--- config.mk ---
export PLATFORM = sky130hd
export DESIGN_NAME = mem_access_ctrl_flat
export DESIGN_NICKNAME = d
export VERILOG_FILES = /design/src/rtl/mem_access_ctrl_pkg.sv /design/src/rtl/mem_access_ctrl_if.sv /design/src/rtl/mem_lane_align.sv /design/src/rtl/mem_access_ctrl.sv /design/src/flat_wrapper.sv
export SDC_FILE = /design/constraint.sdc
export NUM_CORES = 1
export LEC_CHECK = 0
export CAP_MARGIN = 10
export CORE_MARGIN = 2
export CORE_UTILIZATION = 52
export DETAILED_ROUTE_END_ITERATION = 12
export HOLD_SLACK_MARGIN = 0.1
export PLACE_DENSITY_LB_ADDON = 0.12
export SYNTH_ARGS = -nofsm -noshare
export SYNTH_HDL_FRONTEND = slang
export SYNTH_SLANG_ARGS = --single-unit
--- constraint.sdc ---
create_clock -name Clock -period 4 [get_ports Clock]
set_clock_uncertainty 0.2 [all_clocks]
set_input_delay 0.8 -clock Clock [delete_from_list [all_inputs] [get_ports Clock]]
set_output_delay 0.8 -clock Clock [all_outputs]
set_load 0.02 [all_outputs]
--- src/rtl/mem_access_ctrl_pkg.sv ---
// Shared types and helpers for the memory access controller: access sizes,
// FSM states and the alignment rule applied at request accept.
package mem_ctrl_pkg;

    localparam int WORD_BITS = 32;

    typedef enum logic [1:0] {
        SZ_BYTE = 2'b00,
        SZ_HALF = 2'b01,
        SZ_WORD = 2'b10,
        SZ_BAD  = 2'b11
    } size_t;

    typedef enum logic [2:0] {
        IDLE     = 3'd0,
        RD_ISSUE = 3'd1,
        RD_WAIT  = 3'd2,
        WR_ISSUE = 3'd3,
        RESP     = 3'd4
    } state_t;

    function automatic logic is_misaligned(input size_t size, input logic [1:0] addr_lo);
        logic bad;
        bad = 1'b0;
        case (size)
            SZ_HALF: bad = addr_lo[0];
            SZ_WORD: bad = (addr_lo != 2'b00);
            default: bad = 1'b0;
        endcase
        return bad;
    endfunction

endpackage

--- src/rtl/mem_access_ctrl_if.sv ---
// Core request/response handshake plus memory pin bundle. The master side is
// the requester and memory environment; the slave side is the controller.
interface mem_access_ctrl_if #(
    parameter int AddressSize = 16,
    parameter int WordSize    = 32
);
    logic                   ReqValid;
    logic                   ReqReady;
    logic                   ReqWrite;
    logic [1:0]             ReqSize;
    logic                   ReqSigned;
    logic [31:0]            ReqAddr;
    logic [31:0]            ReqWData;
    logic                   RspValid;
    logic [31:0]            RspRData;
    logic                   RspError;
    logic                   MemWriteEn;
    logic                   MemReadEn;
    logic [AddressSize-1:0] MemAddress;
    logic [WordSize-1:0]    MemWriteData;
    logic [WordSize-1:0]    MemReadData;

    modport master (
        output ReqValid, ReqWrite, ReqSize, ReqSigned, ReqAddr, ReqWData, MemReadData,
        input  ReqReady, RspValid, RspRData, RspError,
        input  MemWriteEn, MemReadEn, MemAddress, MemWriteData
    );

    modport slave (
        input  ReqValid, ReqWrite, ReqSize, ReqSigned, ReqAddr, ReqWData, MemReadData,
        output ReqReady, RspValid, RspRData, RspError,
        output MemWriteEn, MemReadEn, MemAddress, MemWriteData
    );
endinterface

--- src/rtl/mem_lane_align.sv ---
// Little-endian byte/half lane handling: extracts a load value from a read word
// and merges sub-word store data into a read word.
module mem_lane_align
    import mem_ctrl_pkg::*;
(
    input  logic [WORD_BITS-1:0] word,
    input  logic [1:0]           offset,
    input  size_t                size,
    input  logic                 is_signed,
    input  logic [WORD_BITS-1:0] store_data,
    output logic [WORD_BITS-1:0] load_data,
    output logic [WORD_BITS-1:0] merged_word
);

    logic [7:0]  byte_lane;
    logic [15:0] half_lane;

    // NOTE: every output gets a default before the case so no latch is inferred.
    always_comb begin
        byte_lane   = word[{offset, 3'b000} +: 8];
        half_lane   = word[{offset[1], 4'b0000} +: 16];
        load_data   = word;
        merged_word = store_data;
        case (size)
            SZ_BYTE: begin
                load_data = {{24{is_signed & byte_lane[7]}}, byte_lane};
                merged_word = word;
                merged_word[{offset, 3'b000} +: 8] = store_data[7:0];
            end
            SZ_HALF: begin
                load_data = {{16{is_signed & half_lane[15]}}, half_lane};
                merged_word = word;
                merged_word[{offset[1], 4'b0000} +: 16] = store_data[15:0];
            end
            default: ;
        endcase
    end

endmodule

--- src/rtl/mem_access_ctrl.sv ---
// Initiator-side controller for a single-port synchronous word memory with
// one-cycle read latency; sub-word stores are done as read-modify-write.
module mem_access_ctrl
    import mem_ctrl_pkg::*;
#(
    parameter int AddressSize = 16,
    parameter int WordSize    = 32
) (
    input  logic             Clock,
    input  logic             nReset,
    mem_access_ctrl_if.slave bus
);

    state_t                 state_q, state_d;
    size_t                  size_q, size_d;
    logic [1:0]             off_q, off_d;
    logic                   signed_q, signed_d;
    logic                   write_q, write_d;
    logic [31:0]            store_q, store_d;
    logic [AddressSize-1:0] addr_q, addr_d;

    logic                   mem_we_q, mem_we_d;
    logic                   mem_re_q, mem_re_d;
    logic [AddressSize-1:0] mem_addr_q, mem_addr_d;
    logic [WordSize-1:0]    mem_wdata_q, mem_wdata_d;
    logic                   rsp_valid_q, rsp_valid_d;
    logic                   rsp_error_q, rsp_error_d;
    logic [31:0]            rsp_rdata_q, rsp_rdata_d;

    logic                   accept;
    logic                   req_err;
    logic [31:0]            load_data;
    logic [31:0]            merged_word;

    mem_lane_align u_align (
        .word        (bus.MemReadData),
        .offset      (off_q),
        .size        (size_q),
        .is_signed   (signed_q),
        .store_data  (store_q),
        .load_data   (load_data),
        .merged_word (merged_word)
    );

    assign accept  = bus.ReqValid && (state_q == IDLE);
    assign req_err = (bus.ReqSize == SZ_BAD)
                  || is_misaligned(size_t'(bus.ReqSize), bus.ReqAddr[1:0])
                  || ((bus.ReqAddr >> (AddressSize + 2)) != 32'd0);

    always_comb begin
        state_d     = state_q;
        size_d      = size_q;
        off_d       = off_q;
        signed_d    = signed_q;
        write_d     = write_q;
        store_d     = store_q;
        addr_d      = addr_q;
        mem_wdata_d = '0;
        rsp_error_d = 1'b0;
        rsp_rdata_d = '0;

        case (state_q)
            IDLE: begin
                if (accept) begin
                    size_d   = size_t'(bus.ReqSize);
                    off_d    = bus.ReqAddr[1:0];
                    signed_d = bus.ReqSigned;
                    write_d  = bus.ReqWrite;
                    store_d  = bus.ReqWData;
                    addr_d   = bus.ReqAddr[AddressSize+1:2];
                    if (req_err) begin
                        state_d     = RESP;
                        rsp_error_d = 1'b1;
                    end else if (bus.ReqWrite && (bus.ReqSize == SZ_WORD)) begin
                        state_d     = WR_ISSUE;
                        mem_wdata_d = bus.ReqWData;
                    end else begin
                        state_d = RD_ISSUE;
                    end
                end
            end
            RD_ISSUE: state_d = RD_WAIT;
            RD_WAIT: begin
                // The read word is only valid at the end of this cycle.
                if (write_q) begin
                    state_d     = WR_ISSUE;
                    mem_wdata_d = merged_word;
                end else begin
                    state_d     = RESP;
                    rsp_rdata_d = load_data;
                end
            end
            WR_ISSUE: state_d = RESP;
            RESP:     state_d = IDLE;
            default:  state_d = IDLE;
        endcase

        mem_re_d    = (state_d == RD_ISSUE);
        mem_we_d    = (state_d == WR_ISSUE);
        mem_addr_d  = (mem_re_d || mem_we_d) ? addr_d : '0;
        rsp_valid_d = (state_d == RESP);
    end

    // NOTE: non-blocking assignments only in sequential logic; every register,
    // outputs included, is cleared by the asynchronous reset.
    always_ff @(posedge Clock or negedge nReset) begin
        if (!nReset) begin
            state_q     <= IDLE;
            size_q      <= SZ_BYTE;
            off_q       <= '0;
            signed_q    <= 1'b0;
            write_q     <= 1'b0;
            store_q     <= '0;
            addr_q      <= '0;
            mem_we_q    <= 1'b0;
            mem_re_q    <= 1'b0;
            mem_addr_q  <= '0;
            mem_wdata_q <= '0;
            rsp_valid_q <= 1'b0;
            rsp_error_q <= 1'b0;
            rsp_rdata_q <= '0;
        end else begin
            state_q     <= state_d;
            size_q      <= size_d;
            off_q       <= off_d;
            signed_q    <= signed_d;
            write_q     <= write_d;
            store_q     <= store_d;
            addr_q      <= addr_d;
            mem_we_q    <= mem_we_d;
            mem_re_q    <= mem_re_d;
            mem_addr_q  <= mem_addr_d;
            mem_wdata_q <= mem_wdata_d;
            rsp_valid_q <= rsp_valid_d;
            rsp_error_q <= rsp_error_d;
            rsp_rdata_q <= rsp_rdata_d;
        end
    end

    assign bus.ReqReady     = (state_q == IDLE);
    assign bus.RspValid     = rsp_valid_q;
    assign bus.RspError     = rsp_error_q;
    assign bus.RspRData     = rsp_rdata_q;
    assign bus.MemWriteEn   = mem_we_q;
    assign bus.MemReadEn    = mem_re_q;
    assign bus.MemAddress   = mem_addr_q;
    assign bus.MemWriteData = mem_wdata_q;

endmodule

--- src/flat_wrapper.sv ---
// flat-port wrapper written by rule: the top's interface ports become plain ports
module mem_access_ctrl_flat import mem_ctrl_pkg::*;
#(
    parameter int AddressSize = 16,
    parameter int WordSize    = 32
)
  (Clock, nReset, bus_ReqValid, bus_ReqWrite, bus_ReqSize, bus_ReqSigned, bus_ReqAddr, bus_ReqWData, bus_MemReadData, bus_ReqReady, bus_RspValid, bus_RspRData, bus_RspError, bus_MemWriteEn, bus_MemReadEn, bus_MemAddress, bus_MemWriteData);
  mem_access_ctrl_if #(.AddressSize(AddressSize), .WordSize(WordSize)) bus_i ();
  input  logic Clock;
  input  logic nReset;
  input wire logic [$bits(bus_i.ReqValid)-1:0] bus_ReqValid;
  input wire logic [$bits(bus_i.ReqWrite)-1:0] bus_ReqWrite;
  input wire logic [$bits(bus_i.ReqSize)-1:0] bus_ReqSize;
  input wire logic [$bits(bus_i.ReqSigned)-1:0] bus_ReqSigned;
  input wire logic [$bits(bus_i.ReqAddr)-1:0] bus_ReqAddr;
  input wire logic [$bits(bus_i.ReqWData)-1:0] bus_ReqWData;
  input wire logic [$bits(bus_i.MemReadData)-1:0] bus_MemReadData;
  output wire logic [$bits(bus_i.ReqReady)-1:0] bus_ReqReady;
  output wire logic [$bits(bus_i.RspValid)-1:0] bus_RspValid;
  output wire logic [$bits(bus_i.RspRData)-1:0] bus_RspRData;
  output wire logic [$bits(bus_i.RspError)-1:0] bus_RspError;
  output wire logic [$bits(bus_i.MemWriteEn)-1:0] bus_MemWriteEn;
  output wire logic [$bits(bus_i.MemReadEn)-1:0] bus_MemReadEn;
  output wire logic [$bits(bus_i.MemAddress)-1:0] bus_MemAddress;
  output wire logic [$bits(bus_i.MemWriteData)-1:0] bus_MemWriteData;
  assign bus_i.ReqValid = bus_ReqValid;
  assign bus_i.ReqWrite = bus_ReqWrite;
  assign bus_i.ReqSize = bus_ReqSize;
  assign bus_i.ReqSigned = bus_ReqSigned;
  assign bus_i.ReqAddr = bus_ReqAddr;
  assign bus_i.ReqWData = bus_ReqWData;
  assign bus_i.MemReadData = bus_MemReadData;
  assign bus_ReqReady = bus_i.ReqReady;
  assign bus_RspValid = bus_i.RspValid;
  assign bus_RspRData = bus_i.RspRData;
  assign bus_RspError = bus_i.RspError;
  assign bus_MemWriteEn = bus_i.MemWriteEn;
  assign bus_MemReadEn = bus_i.MemReadEn;
  assign bus_MemAddress = bus_i.MemAddress;
  assign bus_MemWriteData = bus_i.MemWriteData;
  mem_access_ctrl #(.AddressSize(AddressSize), .WordSize(WordSize)) u_core (.Clock(Clock), .nReset(nReset), .bus(bus_i));
endmodule
; Word-level counts from Yosys, hierarchy flattened
; Index checks and enable logic that the tools add are counted.
[totals]
ff_bits = 141
out_inout_bits = 85
wordCells = 67
[classes]
addsub = 2
eq_ne = 10
shift = 6
muxes = 23
bitwise = 2
reduce_logical = 10
[ops]
columns = operator, n
row1 = $mux 32, 6
row2 = $pmux 32 s2, 3
row3 = $bwmux 32, 2
row4 = $mux 16, 3
row5 = $reduce_bool 32->1, 1
row6 = $shift 16x7->32 const A, 1
row7 = $shift 8x7->32 const A, 1
row8 = $shiftx 16x7->32, 1
row9 = $shiftx 32x6->16, 1
row10 = $shiftx 32x6->8, 1
row11 = $shiftx 8x7->32, 1
row12 = $neg 5->7, 2
row13 = $pmux 3 s4, 1
row14 = $eq 3x2->1 const B, 3
row15 = $mux 3, 3
row16 = $eq 3x1->1 const B, 2
row17 = $eq 2x1->1 const B, 2
row18 = $eq 2x2->1 const B, 2
row19 = $eq 3x3->1 const B, 1
row20 = $logic_not 3->1, 1
row21 = $logic_or 1x1->1, 3
row22 = $mux 1, 3
row23 = $and 1x1->1, 2
row24 = $logic_and 1x1->1, 2
row25 = other kinds (5), 5

; Logic depth before layout (Yosys ltp)
; Gate-level depths: netlist (run 1).
[depth]
ltp_word = 10
depth_mapped = 8
depth_no_buf = 6

; Cells and area by module
; A second synthesis (run 1) with hierarchy kept.
[hier_totals]
cells_unflattened = 734
hier_area_um2 = 6852.8
[modules_own_cells]
columns = mod, instances, cells_per_inst, area_per_inst_um2, seq_area_each_um2
row1 = mem_access_ctrl, 1, 462, 5118.7, 3528.4
row2 = mem_lane_align, 1, 272, 1734.2, 0.0

; Least setup slack after synthesis (run 1)
; No wires, ideal clock.
[synth_timing]
kind = input port to flip-flop
start = input bus_ReqSize[0]
end = register u_core.mem_addr_q[10] (netlist: u_core.bus.MemAddress[10])
setup_time_ps = 78
t_arrival_ps = 2176
path_slack_ps = 1546
cell_stages = 7
cell_sequence = ha_1 nor4_1 nand3_1 or4_1 buf_2 buf_6 a21boi_1
[synth_via]
elab_chain_cells = 10
word_cells_on_any_way = 15
cone_classes = eq/ne: 5 / mux: 6 / reduce/logical: 4
[synth_lines]
columns = element, line
row1 = start: declaration, flat_wrapper.sv:13  ; input wire logic [$bits(bus_i.ReqSize)-1:0] bus_ReqSize;
row2 = $eq 2x2->1 / $eq 2x1->1 (equally long branches), "mem_access_ctrl_pkg.sv:25, mem_access_ctrl.sv:74"
row3 = $pmux 1 s2, mem_access_ctrl_pkg.sv:25  ; case (size)
row4 = $logic_or 1x1->1, mem_access_ctrl.sv:47  ; || is_misaligned(size_t'(bus.ReqSize), bus.ReqAddr[1:0])
row5 = $logic_or 1x1->1, mem_access_ctrl.sv:48  ; || ((bus.ReqAddr >> (AddressSize + 2)) != 32'd0);
row6 = $mux 3 *, mem_access_ctrl.sv:71  ; if (req_err) begin
row7 = $mux 3 *, mem_access_ctrl.sv:64  ; if (accept) begin
row8 = $pmux 3 s4 *, mem_access_ctrl.sv:62  ; case (state_q)
row9 = $eq 3x1->1 / $eq 3x2->1 (equally long branches), "mem_access_ctrl.sv:98, mem_access_ctrl.sv:99"
row10 = $logic_or 1x1->1 *, mem_access_ctrl.sv:100  ; mem_addr_d = (mem_re_d || mem_we_d) ? addr_d : '0;
row11 = $mux 16 *, mem_access_ctrl.sv:100
row12 = named net u_core.mem_addr_d[10], mem_access_ctrl.sv:24  ; logic [AddressSize-1:0] mem_addr_q, mem_addr_d;
row13 = end signal: assignment, mem_access_ctrl.sv:132  ; mem_addr_q <= mem_addr_d;
row14 = end: declaration, mem_access_ctrl.sv:24
; The timed path passes the listed nets; every way through them passes the cells marked *.
; A chain may end at the register's enable or synchronous reset.

; Final worst setup path (run 1)
[layout_timing]
start = input bus_ReqSize[0]
end = register u_core.mem_addr_q[4] (netlist: u_core.bus.MemAddress[4])
; Same word-level chain as after synthesis.

==> results of run 1 <==
## critical path: cells and delay by family
family                     cells  cell delay, ns
and+or+nand+nor                1            0.85
AOI/OAI and AO/OA              3            0.57
adders and majority gates      1            0.24
buffers and inverters          2            0.61
## cell usage in the layout, fill, tap and decap left out, types with 3 or more instances in the layout
cell type          n
a211oi_1           3
a21boi_0           6
a21boi_1          11
a21oi_1           10
a221o_1            8
a221oi_1          17
a222oi_1           8
a22o_1            24
buf_4              8
clkbuf_16         17
clkdlybuf4s50_1  186
clkinvlp_4         6
dfrtp_1          141
ha_1               8
inv_1             18
mux2_2            18
mux2i_1           17
mux4_2             5
nand2_1          119
nand3_1            3
nor2_1            32
nor2b_1           19
nor3_1            18
nor4_1             3
nor4bb_1           3
o211a_1            4
o211ai_1           3
o21ai_0           16
o221ai_1          12
o22ai_1           34
o311ai_0           3
or2_2              3
## logic make-up (layout without fill, tap and decap cells)
family	after synthesis	in the layout
multiplexers	40	40
flip-flops	141	141
buffers and inverters	68	246
AND/OR/NAND/NOR	212	212
adder cells (fa/ha/maj)	8	8
AO/OA/AOI/OAI	166	166
## metal layers
| layer | track usage (%) | vias up | part of all wire [%] |
|---|---|---|---|
| met3 | 8.303 | 44 | 9.2 |
| met5 | 0 | - | 0 |
| met4 | 13.96 | 0 | 3.5 |
| met1 | 42.67 | 2872 | 40 |
| met2 | 47.98 | 317 | 47 |
| li1 | - | 2644 | - |
## through the flow
step	cell area, sq um	power (mW)	util [%]	setup WS (ns)
6_report	9150	3.825	73.10	1.046
4_1_cts	9150	3.825	73.10	1.058
2_1_floorplan	6605	1.989	-	1.546
3_3_place_gp	8566	2.253	68.43	0.7785
3_5_place_dp	8566	2.270	68.43	0.6494
5_1_grt	9150	3.960	73.10	0.9194
## power by group
part	switching, mW	internal [mW]	total (mW)
combinational	0.366	0.308	0.674
sequential	0.0835	1.50	1.59
clock	0.631	0.935	1.57
## state kept, by name, summed over array words and instances, names as in the netlist, 2 cells and up
signal                   count
u_core.bus.MemWriteData     32
u_core.bus.RspRData         32
u_core.store_q              32
u_core.addr_q               16
u_core.bus.MemAddress       16
u_core.state_q               3
u_core.off_q                 2
u_core.size_q                2
## final cells by class
cell class / instances / area [sq um] / share of cell area, %
inverters: 18 / 67.56 / 0.7384
well taps: 172 / 215.2 / 2.352
repair buffers: 196 / 1953 / 21.35
flip-flops and latches: 141 / 3528 / 38.56
clock buffers: 19 / 442.9 / 4.841
multi-input cells: 426 / 2801 / 30.62
clock inverters: 13 / 141.4 / 1.545
## final timing paths
check,cells after the start,to
worst max-delay path,7,u_core.bus.MemAddress[4]$_DFF_PN0_
worst min-delay path,1,u_core.store_q[28]$_DFFE_PN0P_
worst max register to register,4,u_core.bus.MemWriteData[11]$_DFF_PN0_
worst min register to register,2,u_core.store_q[27]$_DFFE_PN0P_
max in group asynchronous,2,u_core.size_q[1]$_DFFE_PN0P_
min in group Clock,2,u_core.store_q[27]$_DFFE_PN0P_
==> results.toml, run 1 <==
[logic_synthesis]
synth_mux_area_share_pct = 7.350
syn_area_per_cell_sq_um = 10.40
dominant_combinational_cell_family_by_area_after_synthesis = "compound AO/OA/AOI/OAI gates"
synthSimpleGateAreaFrac_pct = 14.23
async_reset_ff_share_pct = 100.0
yosysWarnings = 0
synthMostInstantiatedCell = "dfrtp_1"
commonest_cells_post_synth = "141 x dfrtp_1, 119 x nand2_1, 34 x o22ai_1"
postSynthRegisterBits = 141
top_cell_type_s_share_of_synthesized_area_pct = 53.42
synth_cell_types = 45
synth_seq_area_share_pct = 53.42
synth-adder-area-share_pct = 1.515
synth_edf_count = 0
yosys_most_used_dff = "dfrtp_1"
compound_gate_portion_of_the_synthesized_area_pct = 19.13
synth_top_area_cell = "dfrtp_1"
synthesis.nets = 746
netlist_instances = 635
yosys.area_share.xor_xnor_pct = 0
synth.cell_area_sq_mm = 0.006605
ys_top_cells_by_area = "dfrtp_1 53%, nand2_1 6.8%, o22ai_1 3.2%"

[clock_tree]
path_clk_slew_ns = 0.06
clk_path_buf_depth = 2
clock_sink_count = 141
clock_buffers_created_by_tritoncts = 17
ctsHoldBuffers = 0
cts.repair.resized = 0
clockRootBuffer = "clkbuf_16"
clock_tree_from_tritoncts = "yes"
cts_setup_buffers = 0
clkLatencyLatePin_ns = 0.42
ctsHtreeMaxLevel = 4

[run_status]
status = "completed"

[routing]
postRouteAntennaNets = 0
wire_per_inst_um = 21.22
num_vias = 5877
number_of_design_rule_violations_left_after_detail_routing = 0
wirelength_mm = 20.91
drt_first_pass_iters = 5
drt_iter0_markers = 595
via_count_normalized_by_instance_count = 5.966

[place]
routability_driven_placement_congestion_ratio = 0.8923
hpwlAfterDp_mm = 14.27
dpl.cell_count = 953
port_buffers = 187

[power]
max-vdd-ir-drop_mv = 0.2716
cellLeakagePower_nw = 4.057
power-per-cell-area_mw_per_mm2 = 418.1

[sta]
slew_headroom_pct = 26.66
maxClockFrequency_mhz = 338.6
fin_hold_ws_ns = 0.2009
period_share_pct = 73.84
timing_max_transition_violations_final = 0
setup_total_negative_slack_ns = 0
measured_slew_at_the_worst_slew_check_pin_ns = 1.100
period_minus_slack_ns = 2.954
finalHoldViolCount = 0
rsz0062_at_grt = "no"
setup_viol = 0

[critical_path]
timing.critical_path.to_type = "flop"
cp_data_arrival_time_ns = 3.07
cp_slowest_stage_delay_ns = 0.85
worstPathRequired_ns = 4.11
worstReg2RegStart = "u_core.size_q[1]$_DFFE_PN0P_"
worst-path-max-fanout = 19
worstSetupPathType = "in2reg"
slowest_stage_cell_cp = "or4_1"
start_kind = "input port"
timing.critical_path.cells = "clkdlybuf4s50_1 > inv_1 > ha_1 > o21ai_1 > a21oi_1 > or4_1 > a21boi_0"
worstSetupStartpoint = "bus_ReqSize[0]"
worst-r2r-setup-slack_ns = 1.11

[global_routing]
maximum_number_of_pins_on_one_net_before_global_route_repair = 79
grt_pass1_vias = 5881
grt_overflow = 0
globalRouteTotalUtil_pct = 31.49
antenna_violations_before_repair = 0
grt_pass1_wl_mm = 31.99

[die]
io-pin-count = 188
die-area_sq_mm = 0.01362
start_util_pct = 52.77
die-height_um = 116.7
die-width_um = 116.7
core.rowCount = 41
fp.coreArea_sq_mm = 0.01252

[finish]
layout.filler_cells = 922
antenna-diode-count = 0
synthToLayoutAreaGrowth_pct = 38.53
layout.cells.non_filler = 985
final_layout_size_suffix_gt1_share_pct = 9.102
final_nets = 911

[hold_path]
worstHoldPathType = "in2async"

[flow_run]
max_cap_viol_count = 0
No activity file was read; power rests on OpenSTA's default activity.
==> run 2, diff against run 1 <==
CORE_UTILIZATION = 43   (was 52)
clock period = 2.7 ns   (was 4 ns; I/O delays follow)
==> run 2 against run 1 <==
Net effect:
- critical path depth shrank 5
- non-clock buffer count grew 24
- routed wire length shrank 1.8%
- power grew 49%
- sequential power grew 47%
- clock power grew 46%
- global-route usage shrank 5.6 points
- design area grew 2.4%
- combinational power grew 59%
- cell count grew 4.0%
- critical path type is now reg2out
- critical endpoint is now bus_ReqReady
==> results.toml, run 2 (synthesis gave the netlist of run 1 again) <==
[run_status]
status = "completed"

[critical_path]
timing.critical_path.to_type = "output pin"
worst-path-max-fanout = 5
slowest_stage_cell_cp = "clkdlybuf4s50_1"
cp_top_family = "buffers and inverters"
cp_data_arrival_time_ns = 1.74
cp_slowest_stage_delay_ns = 0.66
worstSetupPathType = "reg2out"
start_kind = "flop"
worst-r2r-setup-slack_ns = 0.32
timing.critical_path.cells = "nor3_1 > clkdlybuf4s50_1"
critical_path_buf_inv_count = 1
worstPathRequired_ns = 1.96

[die]
die-height_um = 127.9
core.rowCount = 45
io-pin-count = 188
fp.coreArea_sq_mm = 0.01509
start_util_pct = 43.77
die-area_sq_mm = 0.01637
die-width_um = 127.9

[power]
max-vdd-ir-drop_mv = 0.3614
power-per-cell-area_mw_per_mm2 = 607.1
power.combinational.fraction_pct = 18.8
proportion_of_total_power_due_to_net_switching_pct = 27.14
post-layout-total-power_mw = 5.690
switchingPower_mw = 1.544
cellLeakagePower_nw = 4.200
clkPwrFrac_pct = 40.3
intPower_mw = 4.146
power_frac_seq_pct = 40.9

[flow_run]
max_cap_viol_count = 0

[clock_tree]
ctsHtreeMaxLevel = 4
clkLatencyLatePin_ns = 0.42
clk_path_buf_depth = 2
clock_buffers_created_by_tritoncts = 17
clock_tree_from_tritoncts = "yes"
clock_sink_count = 141
clockRootBuffer = "clkbuf_16"
cts_setup_buffers = 0
path_clk_slew_ns = 0.06

[sta]
fin_hold_ws_ns = 0.2779
period_minus_slack_ns = 2.478
measured_slew_at_the_worst_slew_check_pin_ns = 0.6204
timing_max_transition_violations_final = 0
maxClockFrequency_mhz = 403.6
finalHoldViolCount = 0
period_share_pct = 91.77
rsz0062_at_grt = "no"
setup_viol = 0
slew_headroom_pct = 58.49

[place]
detailed_place.area_sq_mm = 0.008778
routability_driven_placement_congestion_ratio = 0.9152
dpl.cell_count = 992
port_buffers = 187
hpwlAfterDp_mm = 14.65

[routing]
top_layer = "met4"
postRouteAntennaNets = 0
wirelength_met1_mm = 8.423
met3_wire_len_mm = 1.950
drt_first_pass_iters = 6
drt_iter0_markers = 550
wirelength_mm = 20.53
via_count_normalized_by_instance_count = 5.719
number_of_design_rule_violations_left_after_detail_routing = 0
wire_per_inst_um = 20.05
num_vias = 5856
detailroute.wirelength.met2_mm = 9.412

[global_routing]
maximum_number_of_pins_on_one_net_before_global_route_repair = 61
globalRouteTotalUtil_pct = 25.86
grt_pass1_wl_mm = 32.36
antenna_violations_before_repair = 0
grt_pass1_vias = 6010
grt_overflow = 0

[finish]
post-route-cell-area_sq_mm = 0.009373
final_common_cell = "clkdlybuf4s50_1"
most-common-layout-cells = "186 x clkdlybuf4s50_1, 141 x dfrtp_1, 119 x nand2_1"
synthToLayoutAreaGrowth_pct = 41.90
antenna-diode-count = 0
final_layout_size_suffix_gt1_share_pct = 11.48
final_nets = 935
fin_util_pct = 62.11
layout.cells.non_filler = 1024

[hold_path]
worstHoldPathType = "reg2reg"
-- run 2: cell count changes in the layout (fill, tap and decap cells not counted), moves of 2 or more --
cell / before / now
buf_4: 8 / 28
clkinvlp_4: 6 / 2
clkinv_2: 2 / 5
buf_12: 1 / 3
clkbuf_8: 1 / 3
inv_6: 2 / 0
-- run 2: power by group through the flow --
| stage | registers (mW) | logic [mW] | clock network [mW] |
|---|---|---|---|
| 3_5_place_dp | 2.36 | 1.05 | 0 |
| 3_3_place_gp | 2.36 | 1.03 | 0 |
| 6_report | 2.33 | 1.07 | 2.29 |
| 2_1_floorplan | 2.32 | 0.622 | 0 |
| 5_1_grt | 2.34 | 1.16 | 2.43 |
| 4_1_cts | 2.32 | 1.06 | 2.33 |
-- run 2: metal layers --
metal  global-route usage, %  vias up
met5                       0        -
met2                   39.73      295
met4                   12.28        0
met1                   33.45     2830
li1                        -     2683
met3                   8.222       48
-- run 2: layout make-up --
class	instances	area, sq um
clock buffer	20	466.7
clock inverter	11	117.6
fill	1241	5717
inverter	18	67.56
multi-input combinational	426	2799
sequential	141	3528
tap	188	235.2
timing repair buffer	220	2158
-- run 2: stage by stage --
step | setup WS (ns) | TNS, ns
6_report | 0.2223 | 0
5_1_grt | 0.1297 | 0
4_1_cts | 0.1915 | 0
3_5_place_dp | -0.1389 | -4.077
3_3_place_gp | -0.05039 | -0.2500
2_1_floorplan | 0.4026 | 0
-- run 2: path summary, 6_finish.rpt --
kind | from | end | cells after the start
worst max register to register | u_core.off_q[1]$_DFFE_PN0P_ | u_core.bus.MemWriteData[24]$_DFF_PN0_ | 6
worst min register to register | u_core.store_q[28]$_DFFE_PN0P_ | u_core.store_q[28]$_DFFE_PN0P_ | 2
max in group asynchronous | nReset | u_core.bus.MemAddress[2]$_DFF_PN0_ | 3
worst max-delay path | u_core.state_q[2]$_DFF_PN0_ | bus_ReqReady | 2
worst min-delay path | u_core.store_q[28]$_DFFE_PN0P_ | u_core.store_q[28]$_DFFE_PN0P_ | 2
min in group asynchronous | nReset | u_core.store_q[21]$_DFFE_PN0P_ | 2
-- run 2: timing repair --
action	4_1_cts	5_1_grt
hold buffers	1	0
hold endpoints to repair	57	0
gates resized for setup	0	0
-- run 2: worst min-delay path, cell delays in order, from the launching register on --
cell	delay, ns
dfrtp_1	0.34
nand2_1	0.05
nand2_1	0.06
==> run 3, diff against run 2 <==
==> constraint.sdc (replaced) <==
create_clock -name Clock -period 2.7 [get_ports Clock]
set_clock_uncertainty 0.2 [all_clocks]
set_input_delay 0.405 -clock Clock [delete_from_list [all_inputs] [get_ports Clock]]
set_output_delay 0.405 -clock Clock [all_outputs]
set_load 0.02 [all_outputs]
==> run 3 against run 2 <==
Net effect:
- clock power increased by 21%
- power rose by 8.4%
- critical path depth grew 4
- flip-flop and latch count unchanged
- hold slack gained 0.0019 ns
- critical path type is now reg2reg
- largest cell class unchanged
==> results.toml, run 3 (synthesis gave the netlist of run 1 again) <==
[run_status]
status = "completed"

[critical_path]
cp_num_cells = 6
timing.critical_path.to_type = "flop"
r2r_cells = 6
worst-path-max-fanout = 8
start_kind = "flop"
worstSetupStartpoint = "u_core.off_q[0]$_DFFE_PN0P_"
cp_data_arrival_time_ns = 2.54
critical_path_buf_inv_count = 1
slowest_stage_cell_cp = "dfrtp_1"
reg2reg_capture_point = "u_core.bus.MemWriteData[12]$_DFF_PN0_"
cp_top_family = "compound AO/OA/AOI/OAI gates"
worstPathRequired_ns = 2.79
worstSetupPathType = "reg2reg"
timing.critical_path.cells = "inv_1 > ha_1 > and4b_1 > a22o_1 > a222oi_1 > o22ai_1"
cp-endpoint = "u_core.bus.MemWriteData[12]$_DFF_PN0_"
cp_slowest_stage_delay_ns = 0.49
worst-r2r-setup-slack_ns = 0.25
worstReg2RegStart = "u_core.off_q[0]$_DFFE_PN0P_"

[routing]
postRouteAntennaNets = 0
drt_iter0_markers = 554
num_vias = 5880
drt_first_pass_iters = 9
wire_per_inst_um = 20.36
wirelength_mm = 20.77
number_of_design_rule_violations_left_after_detail_routing = 0
via_count_normalized_by_instance_count = 5.765

[power]
post-layout-total-power_mw = 6.166
switchingPower_mw = 1.595
power_frac_seq_pct = 37.9
max-vdd-ir-drop_mv = 0.4512
power.combinational.fraction_pct = 17.0
cellLeakagePower_nw = 4.237
power-per-cell-area_mw_per_mm2 = 651.2
clkPwrFrac_pct = 45.1
proportion_of_total_power_due_to_net_switching_pct = 25.86
intPower_mw = 4.572

[global_routing]
grt_pass1_vias = 5881
grt_overflow = 0
antenna_violations_before_repair = 0
globalRouteTotalUtil_pct = 25.99
maximum_number_of_pins_on_one_net_before_global_route_repair = 52
grt_pass1_wl_mm = 32.22

[sta]
maxClockFrequency_mhz = 408.2
slew_headroom_pct = 54.16
timing_max_transition_violations_final = 0
period_minus_slack_ns = 2.450
finalHoldViolCount = 0
setup_viol = 0
period_share_pct = 90.73
measured_slew_at_the_worst_slew_check_pin_ns = 0.6857
rsz0062_at_grt = "no"
setup_ws_ns = 0.2503

[finish]
layout.filler_cells = 1249
most-common-layout-cells = "186 x clkdlybuf4s50_1, 141 x dfrtp_1, 119 x nand2_1"
synthToLayoutAreaGrowth_pct = 43.36
final_nets = 930
antenna-diode-count = 0
final_layout_size_suffix_gt1_share_pct = 11.06
final_common_cell = "clkdlybuf4s50_1"

[die]
core.rowCount = 45
die-height_um = 127.9
die-width_um = 127.9
start_util_pct = 43.77
io-pin-count = 188
die-area_sq_mm = 0.01637
fp.coreArea_sq_mm = 0.01509

[clock_tree]
cts_setup_buffers = 0
clock_tree_from_tritoncts = "yes"
clkLatencyLatePin_ns = 0.43
ctsHoldBuffers = 1
clock_sink_count = 141
clockRootBuffer = "clkbuf_16"
clock_buffers_created_by_tritoncts = 17
clk_path_buf_depth = 2
ctsHtreeMaxLevel = 4
cts.repair.resized = 0
path_clk_slew_ns = 0.06

[place]
hpwlAfterDp_mm = 14.87
routability_driven_placement_congestion_ratio = 0.9035
post_place_setup_slack_ns = -0.03678
port_buffers = 187

[hold_path]
worstHoldPathType = "reg2reg"

[flow_run]
max_cap_viol_count = 0
[run 3: cell count changes in the layout (fill, tap and decap cells not counted), sizes merged]
cell and change:
buf -5, bufinv +5, clkbuf -2, clkinvlp -2, clkinv -1, inv +1
[run 3: layout make-up]
class	instances	area (sq um)	share of cell area [%]
multi-input cells	426	2799	29.56
inverters	18	67.56	0.7135
well taps	188	235.2	2.484
clock inverters	14	264.0	2.788
flip-flops and latches	141	3528	37.26
clock buffers	18	439.2	4.638
repair buffers	215	2136	22.56
[run 3: power by group through the flow]
stage	clock (mW)	combinational [mW]	sequential, mW
2_1_floorplan	0	0.622	2.32
3_3_place_gp	0	1.02	2.36
3_5_place_dp	0	1.04	2.37
4_1_cts	2.81	1.05	2.33
5_1_grt	2.90	1.15	2.34
6_report	2.78	1.05	2.34
[run 3: worst min path at each step]
stage | end | cells past startpoint | from
floorplan | u_core.addr_q[0]$_DFF_PN0_ | 0 | nReset
global placement | u_core.bus.MemWriteData[21]$_DFF_PN0_ | 1 | nReset
detailed placement | u_core.bus.MemWriteData[21]$_DFF_PN0_ | 1 | nReset
CTS | u_core.store_q[25]$_DFFE_PN0P_ | 2 | u_core.store_q[25]$_DFFE_PN0P_
global route | u_core.addr_q[1]$_DFF_PN0_ | 1 | u_core.addr_q[1]$_DFF_PN0_
finish | u_core.store_q[28]$_DFFE_PN0P_ | 2 | u_core.store_q[28]$_DFFE_PN0P_
[run 3: metal layers]
layer	global-route usage, %	up-vias	wire [um]
li1	-	2680	-
met1	34.07	2852	8487
met2	39.86	312	9635
met3	8.598	36	2042
met4	10.86	0	606
met5	0	-	0
[run 3: through the flow]
step / TNS, ns / cells / instance area (sq um) / utilization [%] / hold WS, ns
4_1_cts: 0 / 1020 / 9469 / 62.75 / 0.2816
5_1_grt: 0 / 1020 / 9469 / 62.75 / 0.3053
2_1_floorplan: 0 / 635 / 6605 / - / -0.09059
6_report: 0 / 1020 / 9469 / 62.75 / 0.2798
3_3_place_gp: 0 / 987 / 8756 / 58.03 / 0.1853
3_5_place_dp: -0.09018 / 987 / 8756 / 58.03 / 0.1887
[run 3: worst register-to-register path, delay by kind of cell, from the launching register on]
family | cells | cell delay [ns]
AOI/OAI and AO/OA | 3 | 0.77
DFF | 1 | 0.49
adders and majority gates | 1 | 0.36
and+or+nand+nor | 1 | 0.34
buffers and inverters | 1 | 0.15
